[config.mk]
export PLATFORM = sky130hd
export DESIGN_NAME = sap_ctrl_seq
export DESIGN_NICKNAME = d
export VERILOG_FILES = /design/src/rtl/sap_ctrl_seq.sv
export SDC_FILE = /design/constraint.sdc
export NUM_CORES = 1
export LEC_CHECK = 0
export ABC_AREA = 0
export ABC_CLOCK_PERIOD_IN_PS = 1740
export CELL_PAD_IN_SITES_DETAIL_PLACEMENT = 0
export CELL_PAD_IN_SITES_GLOBAL_PLACEMENT = 1
export CORE_MARGIN = 2
export CORE_UTILIZATION = 26
export DETAILED_ROUTE_END_ITERATION = 10
export PLACE_DENSITY = 0.84
export REMOVE_ABC_BUFFERS = 1
export SYNTH_ARGS = -nofsm -noshare
export SYNTH_HDL_FRONTEND = slang
export SYNTH_SLANG_ARGS = --single-unit
[constraint.sdc]
create_clock -name clk -period 1.74 [get_ports clk]
set_input_delay 0.261 -clock clk [delete_from_list [all_inputs] [get_ports clk]]
set_output_delay 0.261 -clock clk [all_outputs]
set_load 0.03 [all_outputs]
[src/rtl/sap_ctrl_seq.sv]
// SAP-1 controller-sequencer: six-state one-hot ring (T1..T6) plus HALT flag,
// decoded with the IR opcode into the bus control word. Optional JMP via CTRL_JMP_EN.
module sap_ctrl_seq #(
  parameter int             OPW    = 4,
  parameter logic [OPW-1:0] OP_LDA = 4'b0000,
  parameter logic [OPW-1:0] OP_ADD = 4'b0001,
  parameter logic [OPW-1:0] OP_SUB = 4'b0010,
  parameter logic [OPW-1:0] OP_JMP = 4'b0011,
  parameter logic [OPW-1:0] OP_OUT = 4'b1110,
  parameter logic [OPW-1:0] OP_HLT = 4'b1111
) (
  input  logic           clk,
  input  logic           clr,
  input  logic [OPW-1:0] ir_op,
  output logic           Cp,
  output logic           Ep,
  output logic           Lm,
  output logic           CE,
  output logic           Li,
  output logic           Ei,
  output logic           La,
  output logic           Ea,
  output logic           Su,
  output logic           Eu,
  output logic           Lb,
  output logic           Lo,
`ifdef CTRL_JMP_EN
  output logic           Lp,
`endif
  output logic           halted,
  output logic [5:0]     t_state
);

  typedef enum logic [5:0] {
    T1 = 6'b000001,
    T2 = 6'b000010,
    T3 = 6'b000100,
    T4 = 6'b001000,
    T5 = 6'b010000,
    T6 = 6'b100000
  } t_state_e;

  t_state_e t_state_q, t_state_d;
  logic     halted_q, halted_d;

  always_ff @(posedge clk) begin
    if (clr) begin
      t_state_q <= T1;
      halted_q  <= 1'b0;
    end else begin
      t_state_q <= t_state_d;
      halted_q  <= halted_d;
    end
  end

  // HLT is recognised at the end of T4 and freezes the ring there until clr.
  always_comb begin
    t_state_d = t_state_q;
    halted_d  = halted_q;
    if (!halted_q) begin
      case (t_state_q)
        T1: t_state_d = T2;
        T2: t_state_d = T3;
        T3: t_state_d = T4;
        T4: begin
          if (ir_op == OP_HLT) halted_d = 1'b1;
          else                 t_state_d = T5;
        end
        T5: t_state_d = T6;
        T6: t_state_d = T1;
        default: t_state_d = T1;
      endcase
    end
  end

  always_comb begin
    Cp = 1'b0; Ep = 1'b0; Lm = 1'b0; CE = 1'b0; Li = 1'b0; Ei = 1'b0;
    La = 1'b0; Ea = 1'b0; Su = 1'b0; Eu = 1'b0; Lb = 1'b0; Lo = 1'b0;
`ifdef CTRL_JMP_EN
    Lp = 1'b0;
`endif
    if (!clr && !halted_q) begin
      case (t_state_q)
        T1: begin Ep = 1'b1; Lm = 1'b1; end
        T2: Cp = 1'b1;
        T3: begin CE = 1'b1; Li = 1'b1; end
        default: begin
          // Execute phase: ir_op only matters from T4 on, after IR has loaded.
          case (ir_op)
            OP_LDA: begin
              if (t_state_q == T4) begin Ei = 1'b1; Lm = 1'b1; end
              if (t_state_q == T5) begin CE = 1'b1; La = 1'b1; end
            end
            OP_ADD, OP_SUB: begin
              if (t_state_q == T4) begin Ei = 1'b1; Lm = 1'b1; end
              if (t_state_q == T5) begin CE = 1'b1; Lb = 1'b1; end
              if (t_state_q == T6) begin
                Eu = 1'b1;
                La = 1'b1;
                Su = (ir_op == OP_SUB);
              end
            end
            OP_OUT: begin
              if (t_state_q == T4) begin Ea = 1'b1; Lo = 1'b1; end
            end
`ifdef CTRL_JMP_EN
            OP_JMP: begin
              if (t_state_q == T4) begin Ei = 1'b1; Lp = 1'b1; end
            end
`endif
            default: ;
          endcase
        end
      endcase
    end
  end

  assign t_state = t_state_q;
  assign halted  = halted_q;

endmodule

# [Word level (Yosys, flattened, before mapping)]
# Cells that the tools add are included.
[totals] regBits=7 input_bits=6 output_inout_bits=19
[classes] eq_ne=11 n_bitwise=1 n_reduce_logical=10 muxes=38
[ops] op="two-way mux 1 bit" n=33
[ops] op="case mux 6 bit (5 select lines)" n=1
[ops] op="== test 4 bit (second input constant)" n=2
[ops] op="== test 6 x 1 -> 1 bit (second input constant)" n=1
[ops] op="== test 6 x 2 -> 1 bit (second input constant)" n=1
[ops] op="== test 6 x 3 -> 1 bit (second input constant)" n=1
[ops] op="== test 6 x 4 -> 1 bit (second input constant)" n=1
[ops] op="== test 6 x 5 -> 1 bit (second input constant)" n=1
[ops] op="== test 6 bit (second input constant)" n=1
[ops] op="two-way mux 6 bit" n=1
[ops] op="case mux 1 bit (2 select lines)" n=3
[ops] op="OR reduction 2 bit" n=3
[ops] op="OR reduction 3 bit" n=2
[ops] op="== test 4 x 1 -> 1 bit (second input constant)" n=1
[ops] op="== test 4 x 2 -> 1 bit (second input constant)" n=1
[ops] op="logical NOT 4 bit" n=1
[ops] op="logical NOT 1 bit" n=2
[ops] op="!= test 2 bit (second input constant)" n=1
[ops] op="AND reduction 2 bit" n=1
[ops] op="logical AND 1 bit" n=1
[ops] op="inverter 1 bit" n=1

# [Logic depth before layout (Yosys ltp)]
# Gate-level depths: netlist of the first run.
[depth] depth_word=5 mapped_depth=6

# [Least setup slack after synthesis of the first run]
# No wires, ideal clock.
[synth_path] path_kind="reg2out" start="register t_state_q[0] (netlist: t_state[0])" end="output Lo" path_slack_ns=-0.948 n_path_buf=1 arrival_time_ns=2.427 path_stages_with_launch=5 path_cell_list="dfxtp_1 -> nor4_4 -> nand3_1 -> nor4_1 -> buf_4"
[synth_via] elab_chain_cells=5
[synth_lines] element="start, declared" line_no="43" rtl="t_state_e t_state_q, t_state_d;"
[synth_lines] element="start signal, assigned" line_no="51" rtl="t_state_q <= t_state_d;"
[synth_lines] element="== test 6 x 4 -> 1 bit" line_no="104" rtl="if (t_state_q == T4) begin Ea = 1'b1; Lo = 1'b1; end"
[synth_lines] element="two-way mux 1 bit (2 in series)"
[synth_lines] element="two-way mux 1 bit (*) (2 in series)"
[synth_lines] element="end, declared" line_no="26" rtl="output logic Lo,"
# Mark *: on every way between the ends. The rest lies on a longest branch, timed or not.

# [Worst setup path in the final report of the first run]
[layout_path] start="register t_state_q[3] (netlist: t_state[3])" end="output La"
[layout_via] elab_chain_cells=5
[layout_lines] element="== test 6 bit or == test 6 x 5 -> 1 bit (tied branches)" line_no="97, 92"
[layout_lines] element="two-way mux 1 bit, on equally long branches" line_no="97, 92"
[layout_lines] element="case mux 1 bit (2 select lines)" line_no="89" rtl="case (ir_op)"
[layout_lines] element="two-way mux 1 bit (*)" line_no="83" rtl="case (t_state_q)"
[layout_lines] element="two-way mux 1 bit (*)" line_no="82" rtl="if (!clr && !halted_q) begin"
[layout_lines] element="end, declared" line_no="21" rtl="output logic La,"
# Marked as above.

==> results of run 1 <==
[registers in the layout, summed over array words and instances (netlist names)]
name and flops:
halted 1, t_state 6
[metal layers]
metal | part of all wire | wire length [µm]
met1 | 0.47 | 820
met2 | 0.48 | 849
met3 | 0.044 | 77
met4 | 0.0057 | 10
met5 | 0 | 0
[worst max path at each step]
stage | startpoint | endpoint | slack (ps) | cells past startpoint
global route | t_state[0] | CE | -260 | 6
CTS | t_state[2] | La | -190 | 5
floorplan | t_state[0] | Ea | -1380 | 3
finish | t_state[3] | La | -160 | 6
global placement | clr | Su | -120 | 6
detailed placement | clr | Eu | -160 | 6
[critical path, cell delays in order (launching register included)]
cell and delay [ps]:
dfxtp_1 320, buf_4 170, nor2_1 170, nand4b_1 200, a21o_1 200, a21oi_1 150
buf_4 180
[timing repair]
| item | 4_1_cts | 5_1_grt |
|---|---|---|
| gates cloned | 0 | 0 |
| endpoints found under the setup margin | 13 | 13 |
| buffers inserted | 4 | 1 |
| resized for setup | 21 | 7 |
| pin swaps | 9 | 6 |
[power breakdown]
group          total, mW  leakage, nW  internal, mW  switching, mW
Clock              0.149       0.0150        0.0876         0.0614
Combinational      0.268        0.357         0.133          0.134
Sequential         0.186       0.0582         0.173         0.0132
Total              0.603        0.430         0.394          0.209
[final cells by class]
| class | instances | share of cell area |
|---|---|---|
| multi-input combinational | 59 | 0.418 |
| inverter | 2 | 0.00732 |
| tap | 27 | 0.0329 |
| clock buffer | 4 | 0.0256 |
| sequential | 7 | 0.145 |
| timing repair buffer | 45 | 0.371 |
[Yosys cell counts]
| library cell | number | area (µm²) |
|---|---|---|
| a21o_1 | 1 | 7.51 |
| a41oi_2 | 1 | 16.3 |
| clkbuf_1 | 2 | 7.51 |
| nand4b_1 | 2 | 17.5 |
| nand2b_1 | 3 | 18.8 |
| nand2_1 | 8 | 30.0 |
| o21a_1 | 1 | 7.51 |
| xor2_1 | 1 | 8.76 |
| mux2_4 | 1 | 15.0 |
| o22ai_1 | 2 | 12.5 |
| inv_1 | 2 | 7.51 |
| or3_1 | 1 | 6.26 |
| nand3b_1 | 1 | 7.51 |
| buf_4 | 1 | 7.51 |
| or4b_1 | 1 | 10.0 |
| nor3b_1 | 2 | 15.0 |
| and2_1 | 1 | 6.26 |
| a21oi_1 | 6 | 30.0 |
| o211ai_1 | 1 | 7.51 |
| or2_1 | 1 | 6.26 |
| nand3_1 | 3 | 15.0 |
| nor4_1 | 1 | 6.26 |
| a211oi_1 | 1 | 7.51 |
| nor2_1 | 9 | 33.8 |
| dfxtp_1 | 7 | 140 |
| and3_1 | 1 | 6.26 |
| o21ai_0 | 2 | 10.0 |
| nor3_1 | 5 | 25.0 |
| nor4_4 | 1 | 21.3 |
| and4_1 | 1 | 8.76 |
| nor2_2 | 1 | 6.26 |
[through the flow]
step,std cells,power [mW],util
after CTS,143,0.598,0.510
final,144,0.603,0.528
after global placement,135,0.410,0.450
after global routing,144,0.643,0.528
after floorplan,68,0.311,-
after detailed placement,135,0.416,0.450
[kinds of logic (layout without fill, tap and decap cells)]
| logic type | count (synthesis) | in the layout | share of synthesized area |
|---|---|---|---|
| compound gates | 15 | 15 | 0.188 |
| xor+xnor | 1 | 1 | 0.0167 |
| buf+inv | 5 | 51 | 0.0429 |
| flops | 7 | 7 | 0.267 |
| mux | 1 | 1 | 0.0286 |
| simple gates | 42 | 42 | 0.457 |
==> out/metrics.cfg, run 1 <==
[routing]
wire_per_inst_um=12.2
postRouteAntennaNets=0
vias_per_cell=4.79
drt_first_pass_iters=4
drt_iter0_drc=8
post-route-drc-count=0
wirelength_mm=1.76
num_vias=690

[job]
cap_viol_max_count=0

[sta]
tightestPinTransition_ps=312
relSlewSlack=0.791
maxSlewViolCount=0
final.setup.worst_slack_ps=-155
setup_viol_count_final=10
finalCriticalPeriod_ps=1900
finClkSkew_ps=5.89
tns_ps=-1130
hold_viol_final=0
fin_crit_sh=1.09
grt_setup_unrepaired=yes
timing.hold.ws_ps=514
max_freq_ghz=0.528

[grt]
grt_util_met3=0.0184
met1_usage=0.191
antenna_found_initial=0
use_met2=0.249
gr-usage-all-layers=0.150
grt_pass1_wl_mm=2.85
grt_max_degree=9
busiest_layer=met2
first_global_vias=657
grt.overflow.total=0

[floorplan]
boundaryPins=25
core_um2=1940
row_count=16
dieArea_um2=2400
initial_utilization=0.271
die_x_um=49.0
die_h_um=49.0

[logic_synthesis]
yosysWarnings=0
syn_avg_cell_area_um2=7.40
synthCells=71
synth_area_um2=526
ys_ff_latch=7
synth_seq_area_share=0.267
synth_cell_types=31

[clocking]
cts-root-buf=clkbuf_4
clockBufferDepth=2
clock-sinks=7
cts_tree=built
clk_pin_slew_worst_paths_ps=60
cts_buffers=3
clkLatencyLatePin_ps=250
holdBufCountCts=0
htreeDepth=1

[critical_path]
regToRegSetupSlack_ps=150
end_kind=output pin
cp.arrival_ps=1630
reg2reg_from=t_state[5]
worstSetupPathType=reg2out
crit_required_ps=1480
rr_worst_depth=7
r2r_end=t_state[1]
crit_fanout=8
start_kind=flop

[cells_and_area]
nets=124
drive_gt1_frac=0.487
multi_input_area_um2=429
postLayoutCellArea_um2=1030
layout_commonest_cell=buf_4
fill_cells=198
final_cell_mix=buf_4, nor2_1, clkdlybuf4s50_1
register_area_um2=149
area_growth_pct=95.2
diodes=0

[pwr]
p_leak_nw=0.430
p_per_area_nw_per_um2=587
ir_worst_vdd_uv=342

[status]
status=complete, but fails checks
violations=setup timing

[hold_path]
min_path_cells=2
min_from=halted
worstHoldEndpoint=t_state[5]
hold_class=reg2reg

[placement]
globalplace.congestion=0.825
placed_area_um2=875
place_worst_setup_slack_ps=-155
dpl.hpwl_mm=1.31
port_buffers=24

Note: power is estimated with default switching activity, not from simulation.
==> run 2, diff against run 1 <==
==> constraint.sdc (replaced) <==
create_clock -name clk -period 1.74 [get_ports clk]
set_input_delay 0.348 -clock clk [delete_from_list [all_inputs] [get_ports clk]]
set_output_delay 0.348 -clock clk [all_outputs]
set_load 0.03 [all_outputs]
==> out/metrics.cfg, run 2 (synthesized netlist as in run 1, its figures left out) <==
[status]
status=complete, but fails checks
violations=setup timing

[clocking]
htreeDepth=1
cts_buffers=3
clkLatencyLatePin_ps=260
clockBufferDepth=2
clk_pin_slew_worst_paths_ps=50
cts-root-buf=clkbuf_4
cts_tree=built
clock-sinks=7
holdBufCountCts=0

[critical_path]
path_buf_inv=1
start_kind=flop
worst_path_max_delay_cell=dfxtp_4
cp.arrival_ps=1730
worstSetupPathType=reg2out
end_kind=output pin
critPathMaxStageDelay_ps=370
regToRegSetupSlack_ps=50
crit_family=simple AND/OR/NAND/NOR gates
worstPathCellList=nor4_4 -> nand3b_1 -> or3_1 -> a21oi_2 -> buf_6
crit_required_ps=1390
crit_fanout=4

[placement]
dpl.hpwl_mm=1.33
port_buffers=24
dp.cells=140
globalplace.congestion=0.744

[cells_and_area]
layout.cells.non_filler=156
largest_register_ff_count=6
diodes=0
layout_commonest_cell=buf_4
drive_gt1_frac=0.643
fill_cells=171
nets=136
final_cell_mix=buf_4, dlygate4sd2_1, buf_6
area_growth_pct=134

[grt]
antenna_found_initial=0
grt_pass1_wl_mm=3.70
grt.overflow.total=0
first_global_vias=814
grt_max_degree=10
gr-usage-all-layers=0.199

[routing]
vias_per_cell=4.94
postRouteAntennaNets=0
post-route-drc-count=0
drt_first_pass_iters=4
drt_iter0_drc=11
num_vias=770
wirelength_mm=2.18
wire_per_inst_um=13.9

[sta]
maxSlewViolCount=0
final.setup.worst_slack_ps=-336
finalCriticalPeriod_ps=2080
tns_ps=-2280
finClkSkew_ps=4.70
fin_crit_sh=1.19
hold_viol_final=0
relSlewSlack=0.800
grt_setup_unrepaired=yes
setup_viol_count_final=11
max_freq_ghz=0.482
tightestPinTransition_ps=301

[floorplan]
boundaryPins=25
core_um2=1940
row_count=16
die_h_um=49.0
dieArea_um2=2400
initial_utilization=0.271
die_x_um=49.0

[pwr]
p_leak_nw=0.517
p_total_uw=650
p_per_area_nw_per_um2=528
ir_worst_vdd_uv=487

[job]
cap_viol_max_count=0

[hold_path]
hold_class=in2reg

[run 2: cell count changes in the layout (fill, tap and decap cells not counted), moves of 3 or more]
cell             delta
buf_6               +4
dlygate4sd2_1       +6
clkdlybuf4s50_1     -4
buf_4               +7
nor2_1              -4
dfxtp_1             -3
[run 2: metal layers]
metal  GRT usage  part of all wire  vias up
li1            -                 -      373
met1       0.234              0.41      358
met2       0.342              0.52       33
met3      0.0368             0.056        6
met4       0.100             0.017        0
met5           0                 0        -
[run 2: final cells by class]
cell class              instances  area [µm²]  area share
multi-input cells              59         524       0.426
flip-flops and latches          7         158       0.128
well taps                      27        33.8      0.0275
clock buffers                   4        26.3      0.0214
inverters                       2        7.51     0.00610
repair buffers                 57         480       0.391
[run 2: path summary, 6_finish.rpt]
kind | start | end | cells past startpoint
worst max register to register | t_state[5] | t_state[1] | 7
worst min-delay path | clr | t_state[1] | 3
worst min register to register | halted | t_state[0] | 2
worst max-delay path | t_state[5] | La | 5
[run 2: timing repair]
| item | CTS | global route |
|---|---|---|
| buffers inserted | 7 | 6 |
| pin swaps | 18 | 12 |
| endpoints found under the hold margin | 0 | 0 |
| endpoints found under the setup margin | 19 | 12 |
| resized for setup | 46 | 17 |
[run 2: worst register-to-register path: cells and delay by family (launching register included)]
kind	cells	cell delay [ps]
flops	1	370
mux	1	330
simple gates	2	380
buf+inv	3	400
compound gates	1	140
[run 2: through the flow]
step	util	setup WS [ps]	area [µm²]	hold WS [ps]
after floorplan	-	-1470	510	414
after global routing	0.633	-414	1230	550
after CTS	0.583	-284	1130	536
after detailed placement	0.470	-345	912	605
final	0.633	-336	1230	537
after global placement	0.470	-298	912	600
[run 2: power breakdown]
group / switching [mW] / internal [mW] / leakage, nW / total [mW]
logic: 0.160 / 0.151 / 0.442 / 0.310
clock network: 0.0688 / 0.0881 / 0.0150 / 0.157
registers: 0.0132 / 0.170 / 0.0603 / 0.183
total: 0.242 / 0.408 / 0.517 / 0.650
